## src/rtl/md_ctrl_d.sv

```systemverilog
// Multiply/divide issue and hazard controller for the D stage.
// Tracks the busy MD unit and produces start, done and HI/LO write pulses.
module md_ctrl_d #(
  parameter int MULT_CYCLES = 5,
  parameter int DIV_CYCLES  = 10,
  parameter int CNT_W       = 5
) (
  input  logic       clk,
  input  logic       rst,
  input  logic [5:0] OP,
  input  logic [5:0] F,
  input  logic       valid_D,
  input  logic       stall_ext,
  input  logic       flush,
  output logic       Stall_MD,
  output logic       Busy,
  output logic       Start_E,
  output logic [1:0] MDOp_E,
  output logic       Done,
  output logic [1:0] HiLoWr_E
);

  localparam logic [0:0] IDLE = 1'b0;
  localparam logic [0:0] BUSY = 1'b1;

  localparam logic [CNT_W-1:0] MULT_LD = CNT_W'(MULT_CYCLES - 1);
  localparam logic [CNT_W-1:0] DIV_LD  = CNT_W'(DIV_CYCLES - 1);

  logic [0:0]       state_q, state_d;
  logic [CNT_W-1:0] cnt_q, cnt_d;
  logic             start_q, start_d;
  logic [1:0]       mdop_q, mdop_d;
  logic             done_q, done_d;
  logic [1:0]       hilo_q, hilo_d;

  logic is_r, is_md, is_hilo;
  logic is_mthi, is_mtlo;
  logic pass, issue;

  assign is_r    = (OP == 6'b000000);
  assign is_md   = is_r & (F[5:2] == 4'b0110);
  assign is_hilo = is_r & (F[5:2] == 4'b0100);
  assign is_mthi = is_r & (F == 6'b010001);
  assign is_mtlo = is_r & (F == 6'b010011);

  assign Busy     = (state_q == BUSY);
  assign Stall_MD = valid_D & (is_md | is_hilo) & Busy;

  // an instruction leaves D only when nothing holds or kills it
  assign pass  = valid_D & ~stall_ext & ~Stall_MD & ~flush;
  assign issue = pass & is_md;

  always_comb begin
    state_d = state_q;
    cnt_d   = cnt_q;
    start_d = 1'b0;
    done_d  = 1'b0;
    mdop_d  = mdop_q;
    hilo_d  = pass ? {is_mthi, is_mtlo} : 2'b00;
    if (flush) begin
      state_d = IDLE;
      cnt_d   = '0;
    end else if (state_q == BUSY) begin
      // countdown runs even while stall_ext holds D
      if (cnt_q != '0) begin
        cnt_d = cnt_q - 1'b1;
      end else begin
        state_d = IDLE;
        done_d  = 1'b1;
      end
    end else if (issue) begin
      state_d = BUSY;
      cnt_d   = F[1] ? DIV_LD : MULT_LD;
      start_d = 1'b1;
      mdop_d  = F[1:0];
    end
  end

  always_ff @(posedge clk or negedge rst) begin
    if (!rst) begin
      state_q <= IDLE;
      cnt_q   <= '0;
      start_q <= 1'b0;
      mdop_q  <= 2'b00;
      done_q  <= 1'b0;
      hilo_q  <= 2'b00;
    end else begin
      state_q <= state_d;
      cnt_q   <= cnt_d;
      start_q <= start_d;
      mdop_q  <= mdop_d;
      done_q  <= done_d;
      hilo_q  <= hilo_d;
    end
  end

  assign Start_E  = start_q;
  assign MDOp_E   = mdop_q;
  assign Done     = done_q;
  assign HiLoWr_E = hilo_q;

endmodule

```

## config.mk

```make
export PLATFORM = sky130hd
export DESIGN_NAME = md_ctrl_d
export DESIGN_NICKNAME = d
export VERILOG_FILES = /design/src/rtl/md_ctrl_d.sv
export SDC_FILE = /design/constraint.sdc
export NUM_CORES = 1
export LEC_CHECK = 0
export BUFFER_PORTS_ARGS = -buffer_cell sky130_fd_sc_hd__buf_2
export CAP_MARGIN = 10
export CORE_MARGIN = 5
export CORE_UTILIZATION = 46
export CTS_CLUSTER_SIZE = 25
export DETAILED_ROUTE_END_ITERATION = 8
export GPL_ROUTABILITY_DRIVEN = 0
export GPL_TIMING_DRIVEN = 0
export PLACE_DENSITY = 0.73
export SYNTH_ARGS = -nofsm -noshare
export SYNTH_HDL_FRONTEND = slang
export SYNTH_SLANG_ARGS = --single-unit
```

## constraint.sdc

```tcl
create_clock -name clk -period 1.9 [get_ports clk]
set_clock_uncertainty 0.05 [all_clocks]
set_input_delay 0 -clock clk [delete_from_list [all_inputs] [get_ports clk]]
set_output_delay 0 -clock clk [all_outputs]
set_load 0.02 [all_outputs]
```

Word-level counts from Yosys, hierarchy flattened
Index checks and enable logic that the tools add are counted.
- bits in registers: 12
- input port bits: 17
- logic and storage cells: 47
- $add $sub $neg: 1
- equal/unequal tests: 5
- multiplexer cells: 15
- bitwise gates (word level): 15
- reduce and logical (&&, ||, !) cells: 5
- operator list (kind ; number):
    $mux W5 ; 4
    $eq A6 B5 Y1 const B ; 2
    $and A1 B1 Y1 ; 10
    $mux W1 ; 9
    $eq A4 B3 Y1 const B ; 2
    $logic_not A6 Y1 ; 1
    $reduce_bool A5 Y1 ; 1
    $sub A5 B1 Y5 const B ; 1
    $mux W4 ; 1
    $not A1 Y1 ; 4
    $ne A3 B2 Y1 const B ; 1
    $reduce_and A3 Y1 ; 1
    $reduce_bool A3 Y1 ; 1
    $mux W2 ; 1
    $reduce_and A2 Y1 ; 1
    $or A1 B1 Y1 ; 1

Depth between registers and ports, before layout
Gate-level depths: netlist of the first run.
- depth after elaboration: 12
- depth in mapped cells: 6
- mapped depth without buffers: 6

Worst setup path before layout of the first run
Ideal clock, no wire load.
- path type: reg2reg
- start: register cnt_q[0]
- end: register cnt_q[1]
- library setup time: 127 ps
- arrival time: 1348 ps
- required time: 1723 ps
- setup slack: 375 ps
- cell stages (with the launch flop): 6
- buffers on the path: 0
- cells stage by stage: dfrtp_1 -> inv_1 -> ha_1 -> or4b_4 -> o211ai_1 -> a21oi_1
- word-level cells in the longest chain between the ends: 4
- elaborated cells between the ends (all ways): 7
- those cells by class: add/sub: 1; eq/ne: 1; mux: 3; reduce/logical: 2
- RTL lines (what ; line ; RTL):
    from (decl) ; 30 ; logic [CNT_W-1:0] cnt_q, cnt_d;
    from (signal assigned) ; 89 ; cnt_q <= cnt_d;
    $sub A5 B1 Y5 ; 66 ; cnt_d = cnt_q - 1'b1;
    $mux W5 ; 65 ; if (cnt_q != '0) begin
    $mux W5 ; 63 ; end else if (state_q == BUSY) begin
    $mux W5 ; 60 ; if (flush) begin
Several ways; a longest one is shown, not always the timed one. The select of a mux whose other input is x is not followed.
A chain may end at the register's enable or synchronous reset.

Worst setup path in the final report of the first run
Ends and elaborated chain as after synthesis.

==> results.json, run 1 <==
{
  "run_status": "completed",
  "netlist_instances": 64,
  "crit_required_ps": 2050,
  "crit_slowest_cell": "sky130_fd_sc_hd__or4b_4",
  "drtIter0Drc": 8,
  "synth.net_count": 83,
  "grt_antenna_before_repair": 0,
  "grt_first_pass_wirelength_um": 2550,
  "worst_slew_pin_slew_ps": 470,
  "die_height_um": 48.5,
  "synth-seq-cells": 12,
  "synth_enable_flop_cells": 0,
  "synth_largest_area_cell": "sky130_fd_sc_hd__dfrtp_1",
  "power_mw": 0.498,
  "die_area_um2": 2350,
  "final_nets": 116,
  "start_util_pct": 50.4,
  "critical_path.n_buffers_inverters": 1,
  "p_leak_nw": 0.465,
  "row_count": 13,
  "worst_skew_pair.late_latency_ps": 270,
  "top_cell_type_s_share_of_synthesized_area_pct": 44.1,
  "worst_hold_path_type": "in2reg",
  "detailedPlacementHpwl_um": 1150,
  "critPathTopFamily": "simple AND/OR/NAND/NOR gates",
  "final_common_cell": "sky130_fd_sc_hd__buf_2",
  "synthArstFlopShare_pct": 100,
  "worstPathArrival_ps": 1840,
  "cellPowerDensity_nw_per_um2": 556,
  "timing.max_slew.rel_slack_pct": 68.2,
  "critical_path.cell_chain": "inv_1 > ha_1 > or4b_4 > nand2_1 > o211ai_1 > a21oi_1",
  "critical_path.startpoint_type": "flop",
  "multi_input_area_um2": 362,
  "setup_viol_count_final": 0,
  "crit_end_category": "flop",
  "post_route_cells_drive_above_1_share_pct": 37.5,
  "max-clock-path-buffers": 2,
  "vias": 615,
  "cts_buffers": 3,
  "cts_tree": "done",
  "yosys-top-cells-area": "sky130_fd_sc_hd__dfrtp_1 (44%), sky130_fd_sc_hd__nor4_4 (6.3%), sky130_fd_sc_hd__nand2_1 (5.5%)",
  "cts_repair_resize_count": 0,
  "grt_max_degree": 13,
  "crit_path_max_incr_delay_ps": 510,
  "drt-total-wl_um": 1490,
  "yosys.cell_types.count": 32,
  "syn_area_per_cell_um2": 10.6,
  "critical_path.max_fanout": 5,
  "grt_setup_unrepaired": "false",
  "post-route-period-util_pct": 89.0,
  "first_global_vias": 627,
  "cts_num_sinks": 12,
  "wire_per_inst_um": 13.4,
  "detailedRoute.firstPassIterationCount": 4,
  "antenna-diode-count": 0,
  "report.final.hold_viol_count": 0,
  "n_fill_cell": 110,
  "design.core.area_um2": 1350,
  "drc": 0,
  "maximum_level_of_the_cts_h_tree": 1,
  "clock.fmax_ghz": 0.591,
  "worstSetupPathType": "reg2reg",
  "vias_per_cell": 5.54,
  "yosysWarningCount": 0,
  "route.antenna.remaining_nets": 0,
  "path_clk_slew_ps": 80,
  "synth-main-ff-cell": "sky130_fd_sc_hd__dfrtp_1",
  "most-common-layout-cells": "sky130_fd_sc_hd__buf_2 (25), sky130_fd_sc_hd__dfrtp_1 (12), sky130_fd_sc_hd__nand2_1 (10)",
  "cts_root_buf": "sky130_fd_sc_hd__clkbuf_4",
  "buffer_ports.inserted": 24,
  "area_growth_pct": 31.6,
  "number_of_max_cap_violations": 0,
  "grt.overflow.total": 0,
  "post_synth_instance_area_um2": 681,
  "max-vdd-ir-drop_v": 0.000360,
  "maxSlewViolCount": 0,
  "period_minus_slack_ps": 1690,
  "setup_tns_ps": 0,
  "track_usage_pct": 13.1,
  "fp.dieW_um": 48.5,
  "area.sequential_um2": 300,
  "synth.yosys.seq_area_share_pct": 44.1,
  "final_hold_slack_ps": 42.3,
  "io_pins": 25
}
==> power by group <==
part           internal, mW  total, mW  switching (mW)
Clock                 0.116      0.198          0.0818
Sequential            0.255      0.255        0.000102
Combinational        0.0219     0.0442          0.0223
Total                 0.393      0.498           0.104
==> worst reg2reg max path: cells and delay by family (launching register included) <==
family,cells,cell delay (ps)
compound gates,2,220
fa+ha+maj,1,220
buf+inv,1,120
flops,1,400
simple gates,2,610
==> what timing repair did <==
action,4_1_cts,5_1_grt
hold endpoints to repair,20,0
endpoints found under the setup margin,0,0
hold buffers,4,0
buffers inserted,0,0
==> flip-flops by register name (all words and copies together) (netlist names) <==
signal	cells
Busy	1
Done	1
HiLoWr_E	2
MDOp_E	2
Start_E	1
cnt_q	5
==> Yosys cell counts, drive strengths merged (2+ instances only) <==
| library cell | number |
|---|---|
| nand3 | 2 |
| nor2 | 3 |
| nor4 | 2 |
| a21oi | 3 |
| nand2 | 10 |
| nor3 | 2 |
| and3 | 2 |
| ha | 2 |
| dfrtp | 12 |
| nand3b | 2 |
| or3 | 3 |
| inv | 3 |
==> stage by stage <==
stage          util [%]  instances  area, um2  worst slack, ps
2_1_floorplan         -         64        681              375
3_3_place_gp       60.7        103        820              281
3_5_place_dp       60.7        103        820              259
4_1_cts            66.4        111        896              221
5_1_grt            66.4        111        896              121
6_report           66.4        111        896              208
==> cell type report <==
type / count / share of cell area, %
Multi-Input combinational cell: 48 / 40.4
Sequential cell: 12 / 33.5
Timing Repair Buffer: 28 / 17.9
Clock buffer: 4 / 4.05
Tap cell: 15 / 2.09
Inverter: 3 / 1.54
Buffer: 1 / 0.559
==> cell families (layout without fill, tap and decap cells) <==
family,Yosys count,count (layout),share of synthesized area (%)
AOI/OAI and AO/OA,8,8,7.90
xor gates and xnor gates,2,2,2.57
adders and majority gates,2,2,3.68
buffers and inverters,4,36,2.76
DFF,12,12,44.1
muxes,2,2,3.12
and+or+nand+nor,34,34,35.8
==> worst paths after layout <==
| check | start | to | slack (ps) | depth (start not counted) |
|---|---|---|---|---|
| max in group asynchronous | rst | HiLoWr_E[1]$_DFF_PN0_ | 1500 | 2 |
| worst min-delay path | OP[0] | Start_E$_DFF_PN0_ | 40 | 4 |
| worst max register to register | cnt_q[0]$_DFFE_PN0P_ | cnt_q[1]$_DFFE_PN0P_ | 210 | 6 |
| worst max-delay path | cnt_q[0]$_DFFE_PN0P_ | cnt_q[1]$_DFFE_PN0P_ | 210 | 6 |
| worst min register to register | MDOp_E[0]$_DFFE_PN0P_ | MDOp_E[0]$_DFFE_PN0P_ | 410 | 2 |
| min in group asynchronous | rst | cnt_q[1]$_DFFE_PN0P_ | 90 | 2 |
==> metal layers <==
layer / part of all wire [%] / wire length, um / GRT usage [%] / up-vias
met2: 48 / 720 / 22.4 / 27
met5: 0 / 0 / 0 / -
met1: 43 / 640 / 16.0 / 286
li1: - / - / - / 298
met3: 6.8 / 101 / 0.917 / 4
met4: 1.5 / 23 / 7.62 / 0
No activity file was read; power rests on OpenSTA's default activity.
==> run 2, diff against run 1 <==
--- a/config.mk
+++ b/config.mk
@@ -5,15 +5,16 @@
 export SDC_FILE = /design/constraint.sdc
 export NUM_CORES = 1
 export LEC_CHECK = 0
+export ABC_AREA = 1
 export BUFFER_PORTS_ARGS = -buffer_cell sky130_fd_sc_hd__buf_2
 export CAP_MARGIN = 10
 export CORE_MARGIN = 5
-export CORE_UTILIZATION = 46
+export CORE_UTILIZATION = 51
 export CTS_CLUSTER_SIZE = 25
 export DETAILED_ROUTE_END_ITERATION = 8
 export GPL_ROUTABILITY_DRIVEN = 0
 export GPL_TIMING_DRIVEN = 0
-export PLACE_DENSITY = 0.73
+export PLACE_DENSITY = 0.79
 export SYNTH_ARGS = -nofsm -noshare
 export SYNTH_HDL_FRONTEND = slang
 export SYNTH_SLANG_ARGS = --single-unit
==> constraint.sdc (replaced) <==
create_clock -name clk -period 2.15 [get_ports clk]
set_clock_uncertainty 0.05 [all_clocks]
set_input_delay 0 -clock clk [delete_from_list [all_inputs] [get_ports clk]]
set_output_delay 0 -clock clk [all_outputs]
set_load 0.02 [all_outputs]
==> run 2 against run 1 <==
Setup slack improved by 130 ps. Utilization is 5.8 points higher. Flip-flop and latch count unchanged. Fmax is 6.5% lower. Global-route usage rose by 5.5 points. Die area is 4.1% lower. Hold slack better by 2.2 ps. Power down 1.8%. Highest routed layer unchanged. Non-clock buffer count up 1. Via count increased by 10%. First-iteration DRC count shrank 25%. Wire length increased by 8.0%.
==> results.json, run 2 <==
{
  "post-route-period-util_pct": 84.1,
  "top_cell_type_s_share_of_synthesized_area_pct": 42.0,
  "cellPowerDensity_nw_per_um2": 514,
  "global_route.usage.met2_pct": 34.2,
  "synth-seq-cells": 12,
  "most-common-layout-cells": "sky130_fd_sc_hd__nand2_1 (24), sky130_fd_sc_hd__buf_2 (24), sky130_fd_sc_hd__inv_1 (15)",
  "detailedPlacementHpwl_um": 1170,
  "worstSetupPathType": "reg2reg",
  "yosys-top-cells-area": "sky130_fd_sc_hd__dfrtp_1 (42%), sky130_fd_sc_hd__nand2_1 (13%), sky130_fd_sc_hd__inv_1 (7.9%)",
  "worst_skew_pair.late_latency_ps": 280,
  "crit_required_ps": 2280,
  "synth-xor-area-share_pct": 1.22,
  "drc": 0,
  "run_status": "completed",
  "cts_repair_resize_count": 0,
  "yosys.cell_types.count": 21,
  "crit_path_max_incr_delay_ps": 580,
  "p_leak_nw": 0.534,
  "timing.rr.end": "HiLoWr_E[1]$_DFF_PN0_",
  "crit-reg2reg-launch": "Busy$_DFF_PN0_",
  "synth.most_common_cell": "sky130_fd_sc_hd__nand2_1",
  "io_pins": 25,
  "cts_root_buf": "sky130_fd_sc_hd__clkbuf_4",
  "cts_num_sinks": 12,
  "syn_area_per_cell_um2": 7.86,
  "critical_path.endpoint": "HiLoWr_E[1]$_DFF_PN0_",
  "wire_per_inst_um": 11.5,
  "crit_end_category": "flop",
  "die_height_um": 47.5,
  "buffer_ports.inserted": 24,
  "setup_viol_count_final": 0,
  "grt_setup_unrepaired": "false",
  "synth.top_cells.by_count": "sky130_fd_sc_hd__nand2_1 (24), sky130_fd_sc_hd__inv_1 (15), sky130_fd_sc_hd__dfrtp_1 (12)",
  "total_switching_power_mw": 0.123,
  "first_global_vias": 694,
  "number_of_max_cap_violations": 0,
  "maxSlewViolCount": 0,
  "power_report.internal_total_mw": 0.366,
  "max-vdd-ir-drop_v": 0.000330,
  "n_fill_cell": 100,
  "grt_max_degree": 13,
  "synth-main-ff-cell": "sky130_fd_sc_hd__dfrtp_1",
  "synth_largest_area_cell": "sky130_fd_sc_hd__dfrtp_1",
  "crit_slowest_cell": "sky130_fd_sc_hd__dlygate4sd3_1",
  "critical_path.startpoint_type": "flop",
  "worst_hold_path_type": "in2reg",
  "p_seq_share_pct": 48.0,
  "synth_fa_ha_area_share_pct": 3.50,
  "synthArstFlopShare_pct": 100,
  "met3_usage_pct": 7.89,
  "grt_antenna_before_repair": 0,
  "timing.max_slew.rel_slack_pct": 82.1,
  "post_route_cells_drive_above_1_share_pct": 29.6,
  "synthMuxAreaShare_pct": 0,
  "global_route.usage.met1_pct": 17.7,
  "max-clock-path-buffers": 2,
  "drtIter0Drc": 6,
  "largest-register": "cnt_q",
  "grt_first_pass_wirelength_um": 2820,
  "pwr-share-clk_pct": 37.1,
  "design.core.area_um2": 1320,
  "multi_input_area_um2": 355,
  "critical_path.cell_chain": "nand2_1 > nor2_1 > nand2_1 > nor2_2 > nand3b_1 > dlygate4sd3_1 > nor2_1",
  "combPwrFrac_pct": 14.9,
  "synth_enable_flop_cells": 0,
  "worst_slew_pin_slew_ps": 269,
  "track_usage_pct": 18.7,
  "number_of_cells_in_the_finished_layout_apart_from_fillers": 140,
  "cts_tree": "done",
  "period_minus_slack_ps": 1810,
  "worstPathArrival_ps": 1930,
  "timing.critical_path.from": "Busy$_DFF_PN0_",
  "cts_post_setup_buffers_inserted": 0,
  "final_nets": 145,
  "synth.yosys.seq_area_share_pct": 42.0,
  "sw_share_pct": 25.1,
  "vias_per_cell": 4.84,
  "path_clk_slew_ps": 70,
  "critical_path.n_buffers_inverters": 1,
  "grt_busiest_layer": "met2",
  "area_growth_pct": 32.9,
  "reg2reg_setup_slack_ps": 340,
  "post_synth_instance_area_um2": 716,
  "cts_buffers": 3,
  "setup_tns_ps": 0,
  "row_count": 13,
  "synth_top_family_by_area": "simple AND/OR/NAND/NOR gates",
  "dp.cells": 130,
  "timing.reg2reg.worst_path_depth": 7,
  "report.final.hold_viol_count": 0,
  "clock.fmax_ghz": 0.553,
  "vias": 677,
  "yosysWarningCount": 0,
  "critical_path.max_fanout": 7,
  "cp_num_cells": 7,
  "final_util_pct": 72.2,
  "die_area_um2": 2250,
  "route.antenna.remaining_nets": 0,
  "area.sequential_um2": 300,
  "start_util_pct": 54.3,
  "synth.net_count": 110,
  "fp.dieW_um": 47.5,
  "drt-total-wl_um": 1600,
  "detailedRoute.firstPassIterationCount": 4,
  "maximum_level_of_the_cts_h_tree": 1,
  "synth_compound_area_share_pct": 5.42,
  "largest_register_ffs": 5,
  "critPathTopFamily": "simple AND/OR/NAND/NOR gates",
  "yosys.area_share.simple_pct": 39.5,
  "netlist_instances": 91,
  "grt.overflow.total": 0,
  "antenna-diode-count": 0
}
-- run 2: changes by cell type in the layout (fill, tap and decap cells not counted), sizes merged, moves of 2 or more --
cell and delta:
nand2 +16, a21oi -2, inv +13, and3 -2
nand3 +6, dlygate4sd3 +2, nor2 +9, or2 +2
o21ai +3, or3 -3, nor4 -2
-- run 2: worst min-delay path by stage --
stage / startpoint / end / slack (ps) / depth (start not counted)
after floorplan: rst / Busy$_DFF_PN0_ / -350 / 0
after global placement: rst / HiLoWr_E[1]$_DFF_PN0_ / -160 / 1
after detailed placement: rst / HiLoWr_E[1]$_DFF_PN0_ / -160 / 1
after CTS: stall_ext / Start_E$_DFF_PN0_ / 40 / 4
after global routing: stall_ext / Start_E$_DFF_PN0_ / 70 / 4
final: stall_ext / Start_E$_DFF_PN0_ / 40 / 4
-- run 2: kinds of logic after synthesis --
kind of cell / Yosys count
AND/OR/NAND/NOR: 53
buffers and inverters: 16
flip-flops: 12
AO/OA/AOI/OAI: 7
adder cells (fa/ha/maj): 2
XOR/XNOR: 1
-- run 2: cell type report --
| cell class | count | area share [%] |
|---|---|---|
| sequential | 12 | 31.6 |
| multi-input combinational | 63 | 37.4 |
| timing repair buffer | 30 | 18.9 |
| inverter | 16 | 6.32 |
| tap | 15 | 1.97 |
| clock buffer | 4 | 3.82 |
-- run 2: layer usage --
| metal | share of wire, % | vias to the layer above |
|---|---|---|
| met5 | 0 | - |
| met4 | 1.4 | 0 |
| met3 | 6.0 | 5 |
| met2 | 55 | 13 |
| met1 | 37 | 305 |
| li1 | - | 354 |
-- run 2: through the flow --
stage / total power, mW / instance area (um2) / hold slack, ps / setup WS, ps
6_report: 0.489 / 951 / 44.5 / 342
5_1_grt: 0.519 / 951 / 71.9 / 203
4_1_cts: 0.495 / 951 / 36.8 / 392
3_5_place_dp: 0.305 / 855 / -161 / 812
3_3_place_gp: 0.303 / 855 / -161 / 831
2_1_floorplan: 0.276 / 716 / -346 / 776
-- run 2: worst register-to-register path, delay by kind of cell, from the launching register on --
kind	cells	cell delay (ps)
flops	1	460
simple gates	6	630
buf+inv	1	580
-- run 2: repair_timing --
item / in CTS / in global routing
hold endpoints to repair: 16 / 0
endpoints found under the setup margin: 0 / 0
hold buffers: 6 / 0
-- run 2: power by group through the flow --
stage          combinational [mW]  sequential (mW)  clock (mW)
2_1_floorplan              0.0382            0.238           0
3_3_place_gp               0.0643            0.239           0
3_5_place_dp               0.0665            0.238           0
4_1_cts                    0.0729            0.234       0.188
5_1_grt                    0.0828            0.236       0.201
6_report                   0.0728            0.234       0.181
